==> config.mk <==
export PLATFORM = sky130hd
export DESIGN_NAME = apb_wdt
export DESIGN_NICKNAME = d
export VERILOG_FILES = /design/src/rtl/apb_wdt.sv
export SDC_FILE = /design/constraint.sdc
export NUM_CORES = 1
export LEC_CHECK = 0
export BUFFER_PORTS_ARGS = -buffer_cell sky130_fd_sc_hd__buf_2
export CAP_MARGIN = 0
export CORE_ASPECT_RATIO = 1.1
export CORE_UTILIZATION = 55
export DETAILED_ROUTE_END_ITERATION = 7
export MAX_ROUTING_LAYER = met4
export PLACE_DENSITY = 0.78
export SYNTH_ARGS = -nofsm -noshare
export SYNTH_HDL_FRONTEND = slang
export SYNTH_SLANG_ARGS = --single-unit
==> constraint.sdc <==
create_clock -name clk_i -period 3.5 [get_ports clk_i]
set_clock_uncertainty 0.2 [all_clocks]
set_input_delay 0.875 -clock clk_i [delete_from_list [all_inputs] [get_ports clk_i]]
set_output_delay 0.875 -clock clk_i [all_outputs]
set_load 0.1 [all_outputs]
==> src/rtl/apb_wdt.sv <==
`default_nettype none
// ============================================================================
// Module   : apb_wdt
// Brief    : APB watchdog with key-protected config, two-stage expiry
//            (interrupt, then reset-request pulse).
// Revision : 1.0 - initial release
// ============================================================================
module apb_wdt #(
    parameter int APB_ADDR_WIDTH = 12,
    parameter int PRESCALE       = 1,
    parameter int RST_PULSE      = 16
) (
    input  logic                      clk_i,
    input  logic                      rst_i,
    input  logic                      psel,
    input  logic                      penable,
    input  logic                      pwrite,
    input  logic [APB_ADDR_WIDTH-1:0] paddr,
    input  logic [31:0]               pwdata,
    output logic [31:0]               prdata,
    output logic                      pready,
    output logic                      pslverr,
    output logic                      irq_o,
    output logic                      rst_req_o
);

    localparam logic [31:0] c_kick_key   = 32'h5A5A_A5A5;
    localparam logic [31:0] c_unlock_key = 32'h1ACC_E551;
    localparam logic [15:0] c_presc_max  = 16'(PRESCALE - 1);
    localparam int          c_pulse_w    = $clog2(RST_PULSE + 1);
    localparam logic [c_pulse_w-1:0] c_pulse_len = c_pulse_w'(RST_PULSE);

    localparam logic [2:0] c_off_ctrl   = 3'd0;
    localparam logic [2:0] c_off_load   = 3'd1;
    localparam logic [2:0] c_off_count  = 3'd2;
    localparam logic [2:0] c_off_kick   = 3'd3;
    localparam logic [2:0] c_off_lock   = 3'd4;
    localparam logic [2:0] c_off_status = 3'd5;

    typedef enum logic [1:0] {
        ST_RUN  = 2'd0,
        ST_WARN = 2'd1,
        ST_BITE = 2'd2
    } state_t;

    state_t                r_state, w_state_nxt;
    logic [2:0]            r_ctrl;
    logic [31:0]           r_load;
    logic [31:0]           r_count, w_count_nxt;
    logic                  r_locked;
    logic                  r_irq_pend;
    logic                  r_expired;
    logic [15:0]           r_presc;
    logic [c_pulse_w-1:0]  r_pulse;

    logic        w_access, w_wr, w_rd;
    logic [2:0]  w_off;
    logic        w_err;
    logic [31:0] w_prdata;
    logic        w_ctrl_we, w_load_we, w_lock_we, w_stat_we;
    logic        w_kick, w_en_rise, w_en_fall, w_tick;
    logic        w_irq_clr, w_exp_clr;
    logic        w_irq_set, w_exp_set, w_pulse_start;
    logic        w_unused;

    assign w_unused = ^{paddr[APB_ADDR_WIDTH-1:5], paddr[1:0]};

    assign w_access = psel & penable;
    assign w_wr     = w_access & pwrite;
    assign w_rd     = w_access & ~pwrite;
    assign w_off    = paddr[4:2];

    // Read mux and error decode; both are purely combinational.
    always_comb begin
        w_err    = 1'b0;
        w_prdata = 32'd0;
        case (w_off)
            c_off_ctrl: begin
                if (w_wr && r_locked) w_err = 1'b1;
                if (w_rd) w_prdata = {29'd0, r_ctrl};
            end
            c_off_load: begin
                if (w_wr && r_locked) w_err = 1'b1;
                if (w_rd) w_prdata = r_load;
            end
            c_off_count: begin
                if (w_wr) w_err = 1'b1;
                if (w_rd) w_prdata = r_count;
            end
            c_off_kick: begin
                if (w_wr && (pwdata != c_kick_key)) w_err = 1'b1;
            end
            c_off_lock: begin
                if (w_rd) w_prdata = {31'd0, r_locked};
            end
            c_off_status: begin
                if (w_rd) w_prdata = {30'd0, r_expired, r_irq_pend};
            end
            default: begin
                if (w_access) w_err = 1'b1;
            end
        endcase
    end

    assign prdata  = w_prdata;
    assign pslverr = w_err;
    assign pready  = 1'b1;

    assign w_ctrl_we = w_wr & (w_off == c_off_ctrl) & ~r_locked;
    assign w_load_we = w_wr & (w_off == c_off_load) & ~r_locked;
    assign w_lock_we = w_wr & (w_off == c_off_lock);
    assign w_stat_we = w_wr & (w_off == c_off_status);
    // A kick has no effect once bitten; only reset or disable leaves BITE.
    assign w_kick    = w_wr & (w_off == c_off_kick) & (pwdata == c_kick_key)
                     & (r_state != ST_BITE);
    assign w_irq_clr = w_stat_we & pwdata[0];
    assign w_exp_clr = w_stat_we & pwdata[1];
    assign w_en_rise = w_ctrl_we & pwdata[0] & ~r_ctrl[0];
    assign w_en_fall = w_ctrl_we & ~pwdata[0] & r_ctrl[0];
    assign w_tick    = r_ctrl[0] & (r_presc == c_presc_max);

    always_comb begin
        w_state_nxt   = r_state;
        w_count_nxt   = r_count;
        w_irq_set     = 1'b0;
        w_exp_set     = 1'b0;
        w_pulse_start = 1'b0;
        if (w_en_fall) begin
            w_state_nxt = ST_RUN;
        end else if (w_kick) begin
            w_count_nxt = r_load;
            w_state_nxt = ST_RUN;
        end else if (w_en_rise) begin
            w_count_nxt = r_load;
        end else if (w_tick) begin
            case (r_state)
                ST_RUN: begin
                    if (r_count != 32'd0) begin
                        w_count_nxt = r_count - 32'd1;
                    end else begin
                        w_irq_set   = 1'b1;
                        w_count_nxt = r_load;
                        w_state_nxt = ST_WARN;
                    end
                end
                ST_WARN: begin
                    if (r_count != 32'd0) begin
                        w_count_nxt = r_count - 32'd1;
                    end else if (r_irq_pend) begin
                        w_exp_set     = 1'b1;
                        w_state_nxt   = ST_BITE;
                        w_pulse_start = r_ctrl[2];
                    end else begin
                        w_irq_set   = 1'b1;
                        w_count_nxt = r_load;
                    end
                end
                default: ;
            endcase
        end
        // Acknowledging the interrupt re-arms the first stage.
        if (w_irq_clr && !w_irq_set && (w_state_nxt == ST_WARN)) begin
            w_state_nxt = ST_RUN;
        end
    end

    always_ff @(posedge clk_i) begin
        if (rst_i) begin
            r_state    <= ST_RUN;
            r_ctrl     <= 3'd0;
            r_load     <= 32'hFFFF_FFFF;
            r_count    <= 32'hFFFF_FFFF;
            r_locked   <= 1'b1;
            r_irq_pend <= 1'b0;
            r_expired  <= 1'b0;
            r_presc    <= 16'd0;
            r_pulse    <= '0;
        end else begin
            r_state <= w_state_nxt;
            r_count <= w_count_nxt;
            if (w_ctrl_we) r_ctrl <= pwdata[2:0];
            if (w_load_we) r_load <= pwdata;
            if (w_lock_we) r_locked <= (pwdata != c_unlock_key);

            if (w_irq_set)      r_irq_pend <= 1'b1;
            else if (w_irq_clr) r_irq_pend <= 1'b0;
            if (w_exp_set)      r_expired <= 1'b1;
            else if (w_exp_clr) r_expired <= 1'b0;

            if (w_en_rise || w_kick)
                r_presc <= 16'd0;
            else if (r_ctrl[0])
                r_presc <= w_tick ? 16'd0 : r_presc + 16'd1;

            if (w_pulse_start)
                r_pulse <= c_pulse_len;
            else if (r_pulse != '0)
                r_pulse <= r_pulse - c_pulse_w'(1);
        end
    end

    assign irq_o     = r_irq_pend & r_ctrl[1];
    assign rst_req_o = (r_pulse != '0);

endmodule
`default_nettype wire

After elaboration in Yosys (flattened, before gate mapping)
Index checks and enable logic that the tools add are counted.
{ "word_totals": {"register_bits": 93, "word_cells": 127} }
{ "op_classes": {"addsub": 3, "eq_ne": 12, "mux": 55, "bitwise": 25, "n_reduce_logical": 22} }
{ "ops": {"columns": ["cell", "n"], "rows": [
  ["$mux W32", 8],
  ["$pmux W32 S5", 1],
  ["$pmux W32 S2", 1],
  ["$eq A32 B31 Y1 const B", 1],
  ["$ne A32 B29 Y1 const B", 1],
  ["$ne A32 B31 Y1 const B", 1],
  ["$reduce_bool A32 Y1", 1],
  ["$sub A32 B1 Y32 const B", 1],
  ["$mux W1", 30],
  ["$and A1 B1 Y1", 20],
  ["$add A16 B1 Y16 const B", 1],
  ["$logic_not A16 Y1", 1],
  ["$mux W16", 1],
  ["$mux W2", 8],
  ["$mux W5", 2],
  ["$reduce_or A2 Y1", 5],
  ["$eq A3 B2 Y1 const B", 2],
  ["$eq A3 B3 Y1 const B", 2],
  ["$reduce_bool A2 Y1", 3],
  ["$ne A5 B5 Y1 const B", 1],
  ["$not A1 Y1", 5],
  ["$reduce_bool A5 Y1", 1],
  ["$sub A5 B1 Y5 const B", 1],
  ["$eq A2 B1 Y1 const B", 2],
  ["other kinds (14)", 17]
]} }

Logic depth before layout (Yosys ltp)
Gate-level depths: netlist (run 1).
{ "depth": {"depth_word": 13, "depth_mapped": 11, "ltp_nobuf": 9} }

Least setup slack after synthesis (run 1)
Ideal clock, no wire load.
{ "synth_path": {"kind": "input port to output port", "startpoint": "input paddr[4]", "endpoint": "output pslverr", "arrival_time_ps": 3633, "required_ps": 2425, "slack_ps": -1208, "stages": 6, "path_cell_list": "clkbuf_1 -> nor4bb_1 -> nand4b_1 -> or4_1 -> a21oi_1 -> nor3_1"} }
{ "synth_via": {"elab_chain_len": 3, "elab_cells_between_ends": 9, "cone_classes": "eq/ne: 5; mux: 1; reduce/logical: 3"} }
{ "synth_rtl": {"columns": ["item", "line", "text"], "rows": [
  ["from (decl)", "18", "input logic [APB_ADDR_WIDTH-1:0] paddr,"],
  ["$eq A3 B3 Y1, or another cell as far along", "77", "case (w_off)"],
  ["$reduce_or A2 Y1 (no line)", null, null],
  ["$pmux W1 S4 *", "77", null],
  ["to (decl)", "22", "output logic pslverr,"]
]} }
Mark *: on every way between the ends. The rest lies on a longest branch, timed or not.

Final worst setup path (run 1)
{ "layout_path": {"startpoint": "input pwdata[24]", "endpoint": "output pslverr"} }
{ "layout_via": {"elab_chain_len": 4} }
{ "layout_rtl": {"columns": ["item", "line", "text"], "rows": [
  ["from (decl)", "19", "input logic [31:0] pwdata,"],
  ["$ne A32 B31 Y1", "91", "if (w_wr && (pwdata != c_kick_key)) w_err = 1'b1;"],
  ["$logic_and A1 B1 Y1", "91", null],
  ["$mux W1", "91", null],
  ["$pmux W1 S4", "77", null]
]} }
Every way passes these cells.

==> flow_summary.yaml, run 1 <==
cells_and_area:
  finalInstanceArea_um2: 7270
  final_nets: 844
  drive_gt1_frac: 0.265
  utilization: 0.766
  diodes: 0
  syn_to_final_growth_pct: 33.9
  fin_cells: 912
  fillerInstances: 663
floorplan:
  die_area_um2: 10300
  design.core.area_um2: 9490
  rows: 37
  ios: 85
  initial_core_util: 0.572
  die_w_um: 96.7
  die_h_um: 106
pwr:
  power_leakage_nw: 2.57
  p_total_mw: 2.46
  power_density_nw_per_um2: 339
  ir_drop_v: 0.000822
worst_setup_path:
  critPathKind: "input port to output port"
  start_kind: "input port"
  crit_required_ps: 2420
  worstPathMaxFanout: 2
  r2r_cells: 11
  end_kind: "output port"
  r2r_slack_ps: 330
  crit_arrival_ps: 2460
place:
  place_area_um2: 6910
  portBuffers: 74
  dp_slack_ps: -337
  place.gp.congestion: 0.915
  dpl.cell_count: 895
  place_hpwl_um: 12400
grt:
  grt_pass1_vias: 5523
  grt_pass1_wl_um: 27800
  grt.total_usage: 0.350
  antenna_found_initial: 0
  grt_max_degree: 51
  grt_overflow: 0
clock_tree:
  clk_pin_slew_ps: 80
  clock-sinks: 93
  cts-buffers-inserted: 9
  htreeDepth: 3
  cts_root_buffer: "clkbuf_8"
  clock_latency_ps: 400
  clockBufferDepth: 2
  cts_tree: "done"
  cts_hold_buffers: 0
yosys:
  ys_top_cells_by_count: "nor2_1, dfxtp_1, a22oi_1"
  synth_fp_nets: 738
  async_reset_ff_frac: 0
  synth_top_area_share: 0.343
  synth.distinct_cells: 63
  synth_most_common_cell: "nor2_1"
  synth_area_leader_cell: "dfxtp_1"
  synth_edf_count: 0
  synthFlopType: "dfxtp_1"
  syn_area_per_cell_um2: 7.93
  synth.area.top_cells: "dfxtp_1, nor2_1, a22oi_1"
  yosys_warnings: 0
  ys_seq_area_frac: 0.343
  synthCells: 684
  netlist_area_um2: 5430
  synth-seq-cells: 93
route:
  drtIter0Drc: 578
  dr.pass1.iters: 6
  wl_met1_um: 7050
  drc: 0
  drt-total-wl_um: 17400
  viasPerCell: 6.35
  wl_per_cell_um: 19.1
  wl_met2_um: 8450
  met3_length_um: 1490
  vias: 5787
  route.top_layer_used: "met4"
  ant_nets: 0
min_path:
  hold_path_class: "flop to flop"
  holdPathStages: 2
sta:
  period_needed_ps: 3530
  final_hold_viol_count: 0
  relSlewSlack: 0.357
  rsz0062_at_grt: "true"
  max_freq_mhz: 283
  drv_slew: 0
  fin_ws_ps: -33.4
  setup_viol: 1
  worst_pin_slew_ps: 960
  finalCritPeriodShare: 1.01
run_status:
  violations: "setup timing"
  status: "finished, violations left"
flow_run:
  maxCapViolCount: 0
[placed cells by master (no fill, tap or decap), types with 26 or more instances in the layout]
cell,n
buf_12,39
nor2_1,88
a211o_1,35
buf_4,61
o21ai_0,34
nand2_1,31
buf_2,39
a21oi_1,26
dfxtp_1,93
nor2b_1,33
a22oi_1,43
[kinds of logic after synthesis]
group,after synthesis,synth area share
AOI/OAI and AO/OA,188,0.245
xor gates and xnor gates,17,0.0274
adders and majority gates,5,0.0115
buffers and inverters,60,0.0551
DFF,93,0.343
muxes,8,0.0150
other,1,0.000691
and+or+nand+nor,312,0.303
[layer usage]
metal  GRT usage  up-vias
met5           -        -
met4       0.123        0
met3      0.0618       46
met2       0.572      286
met1       0.437     2743
li1            -     2712
[area by class of cell]
class,count,area (µm²),area share
Sequential cell,93,1860,0.256
Clock buffer,10,128,0.0176
Inverter,14,52.6,0.00723
Timing Repair Buffer,141,1460,0.200
Multi-Input combinational cell,531,3530,0.485
Tap cell,117,146,0.0201
Clock inverter,6,93.8,0.0129
[sequential cells by signal, summed over array words and instances, names as in the netlist]
signal / cells
r_count: 32
r_load: 32
r_presc: 16
r_pulse: 5
r_ctrl: 3
r_state: 2
r_expired: 1
r_irq_pend: 1
r_locked: 1
[critical path: stages]
cell and delay (ps):
buf_6 90, nor4bb_1 250, nand4b_1 220, or4_4 600, a21oi_4 180, nor3_4 60, buf_12 170
[path summary, 6_finish.rpt]
check               endpoint        from
setup / recovery     pslverr  pwdata[24]
hold / removal    r_irq_pend  r_irq_pend
setup reg to reg  r_pulse[2]  r_count[0]
hold reg to reg   r_irq_pend  r_irq_pend
[per-stage QoR]
stage | hold slack, ps | setup TNS (ps)
6_report | 303 | -33.4
5_1_grt | 340 | -204
4_1_cts | 293 | -19.7
3_5_place_dp | 280 | -450
3_3_place_gp | 274 | -274
2_1_floorplan | 253 | -6220
[timing repair]
item                                    CTS  global route
pin swaps                                 6             5
buffers inserted                          1             0
endpoints found under the setup margin    2            11
gates resized for setup                  13            11
hold endpoints to repair                  0             0
[where the power goes]
| group | internal, mW | total, mW | switching, mW | leakage (nW) |
|---|---|---|---|---|
| Clock | 0.409 | 0.835 | 0.426 | 0.107 |
| Sequential | 1.09 | 1.11 | 0.0234 | 0.753 |
| Combinational | 0.194 | 0.517 | 0.323 | 1.71 |
Note: power is estimated with default switching activity, not from simulation.
==> run 2, diff against run 1 <==
- PLACE_DENSITY: 0.78 -> 0.89
- TNS_END_PERCENT: default -> 5
==> run 2 against run 1 <==
Against the previous run:
- the run ends with DRC, setup timing left
- power is 1.4% lower
- setup slack worse by 74 ps
- first-iteration DRC count is 120% higher
- count of clock-buffer cells in the layout stayed put
- critical path depth stayed put
- register-to-register slack worse by 250 ps
- sequential share of layout area hardly changed
==> flow_summary.yaml, run 2 (synthesis gave the netlist of run 1 again) <==
sta:
  drv_slew: 0
  setup_viol: 3
  final_hold_viol_count: 0
  fin_ws_ps: -108
  whs_ps: 340
  max_freq_mhz: 277
  fin_tns_setup_ps: -112
  period_needed_ps: 3610
  relSlewSlack: 0.465
  rsz0062_at_grt: "true"
  finalCritPeriodShare: 1.03
  worst_pin_slew_ps: 803
worst_setup_path:
  worstPathMaxFanout: 2
  cp_num_buf_inv: 2
  crit_required_ps: 2420
  slowest_delay_ps: 610
  cp_cell_sequence: "buf_2, nor4bb_2, nand4b_1, or4_4, a21oi_4, nor3_4, buf_12"
  crit_arrival_ps: 2530
  end_kind: "output port"
  crit_path_top_delay_cell: "or4_4"
  start_kind: "input port"
  critPathKind: "input port to output port"
  crit_family: "simple AND/OR/NAND/NOR gates"
route:
  wl_per_cell_um: 22.9
  dr.pass1.iters: 8
  drtIter0Drc: 1281
  viasPerCell: 7.17
  drc: 4
  vias: 6517
  drt-total-wl_um: 20900
  ant_nets: 0
place:
  place.gp.congestion: 1.05
  dpl.cell_count: 890
  dp_slack_ps: -453
  place_hpwl_um: 12500
  portBuffers: 74
  place_area_um2: 6890
cells_and_area:
  final_nets: 841
  top_regs: "r_count (32), r_load (32), r_presc (16)"
  diodes: 0
  seq_area_um2: 1860
  drive_gt1_frac: 0.265
  multiInputGateArea_um2: 3530
  syn_to_final_growth_pct: 34.1
  utilization: 0.767
  fin_cells: 909
  finalInstanceArea_um2: 7280
  final_cell_mix: "dfxtp_1, nor2_1, buf_4"
  final_common_cell: "dfxtp_1"
  fillerInstances: 545
floorplan:
  rows: 37
  initial_core_util: 0.572
  ios: 85
  die_h_um: 106
  die_w_um: 96.7
  die_area_um2: 10300
  design.core.area_um2: 9490
clock_tree:
  cts_tree: "done"
  cts-buffers-inserted: 9
  clock-sinks: 93
  clk_pin_slew_ps: 90
  clockBufferDepth: 2
  clock_latency_ps: 380
  htreeDepth: 3
  cts_root_buffer: "clkbuf_8"
pwr:
  p_total_mw: 2.43
  ir_drop_v: 0.000771
  power_density_nw_per_um2: 333
  power_leakage_nw: 2.60
grt:
  grt_max_degree: 47
  grt_pass1_wl_um: 31600
  grt_pass1_vias: 6276
  grt.total_usage: 0.399
  antenna_found_initial: 0
  grt_overflow: 0
run_status:
  violations: "DRC, setup timing"
  status: "finished, violations left"
min_path:
  hold_path_class: "flop to flop"
flow_run:
  maxCapViolCount: 0
==> run 2: timing repair <==
| action | CTS | global route |
|---|---|---|
| hold buffers | 0 | 0 |
| buffers inserted | 2 | 1 |
| pin swaps | 8 | 2 |
| gates resized for setup | 24 | 7 |
| setup endpoints to repair | 1 | 2 |
==> run 2: metal layers <==
metal  track usage  wire length [µm]  part of all wire  up-vias
li1              -                 -                 -     2699
met1         0.470              7150              0.34     2975
met2         0.620              9430              0.45      625
met3        0.0874              2680              0.13      218
met4         0.249              1580             0.076        0
met5             -                 0                 0        -
==> run 2: layout make-up <==
type                    count  share of cell area
clock buffers              10              0.0189
repair buffers            138               0.204
clock inverters             6             0.00928
inverters                  14             0.00722
multi-input cells         531               0.485
well taps                 117              0.0201
flip-flops and latches     93               0.256
==> run 2: final timing paths <==
check	cells after the start	end	slack [ps]	from
setup / recovery	7	pslverr	-110	pwdata[23]
hold reg to reg	2	r_irq_pend	340	r_irq_pend
setup reg to reg	12	r_count[18]	80	r_count[0]
hold / removal	2	r_irq_pend	340	r_irq_pend
==> run 2: report_power, final <==
group | internal [mW] | total (mW) | leakage, nW | switching (mW)
registers | 1.09 | 1.11 | 0.753 | 0.0244
clock network | 0.354 | 0.774 | 0.0993 | 0.420
logic | 0.201 | 0.543 | 1.75 | 0.342
==> run 2: worst register-to-register path, delay by kind of cell, from the launching register on <==
family | cells | cell delay (ps)
adder cells (fa/ha/maj) | 1 | 290
AO/OA/AOI/OAI | 3 | 710
AND/OR/NAND/NOR | 4 | 1020
buffers and inverters | 4 | 730
flip-flops | 1 | 380
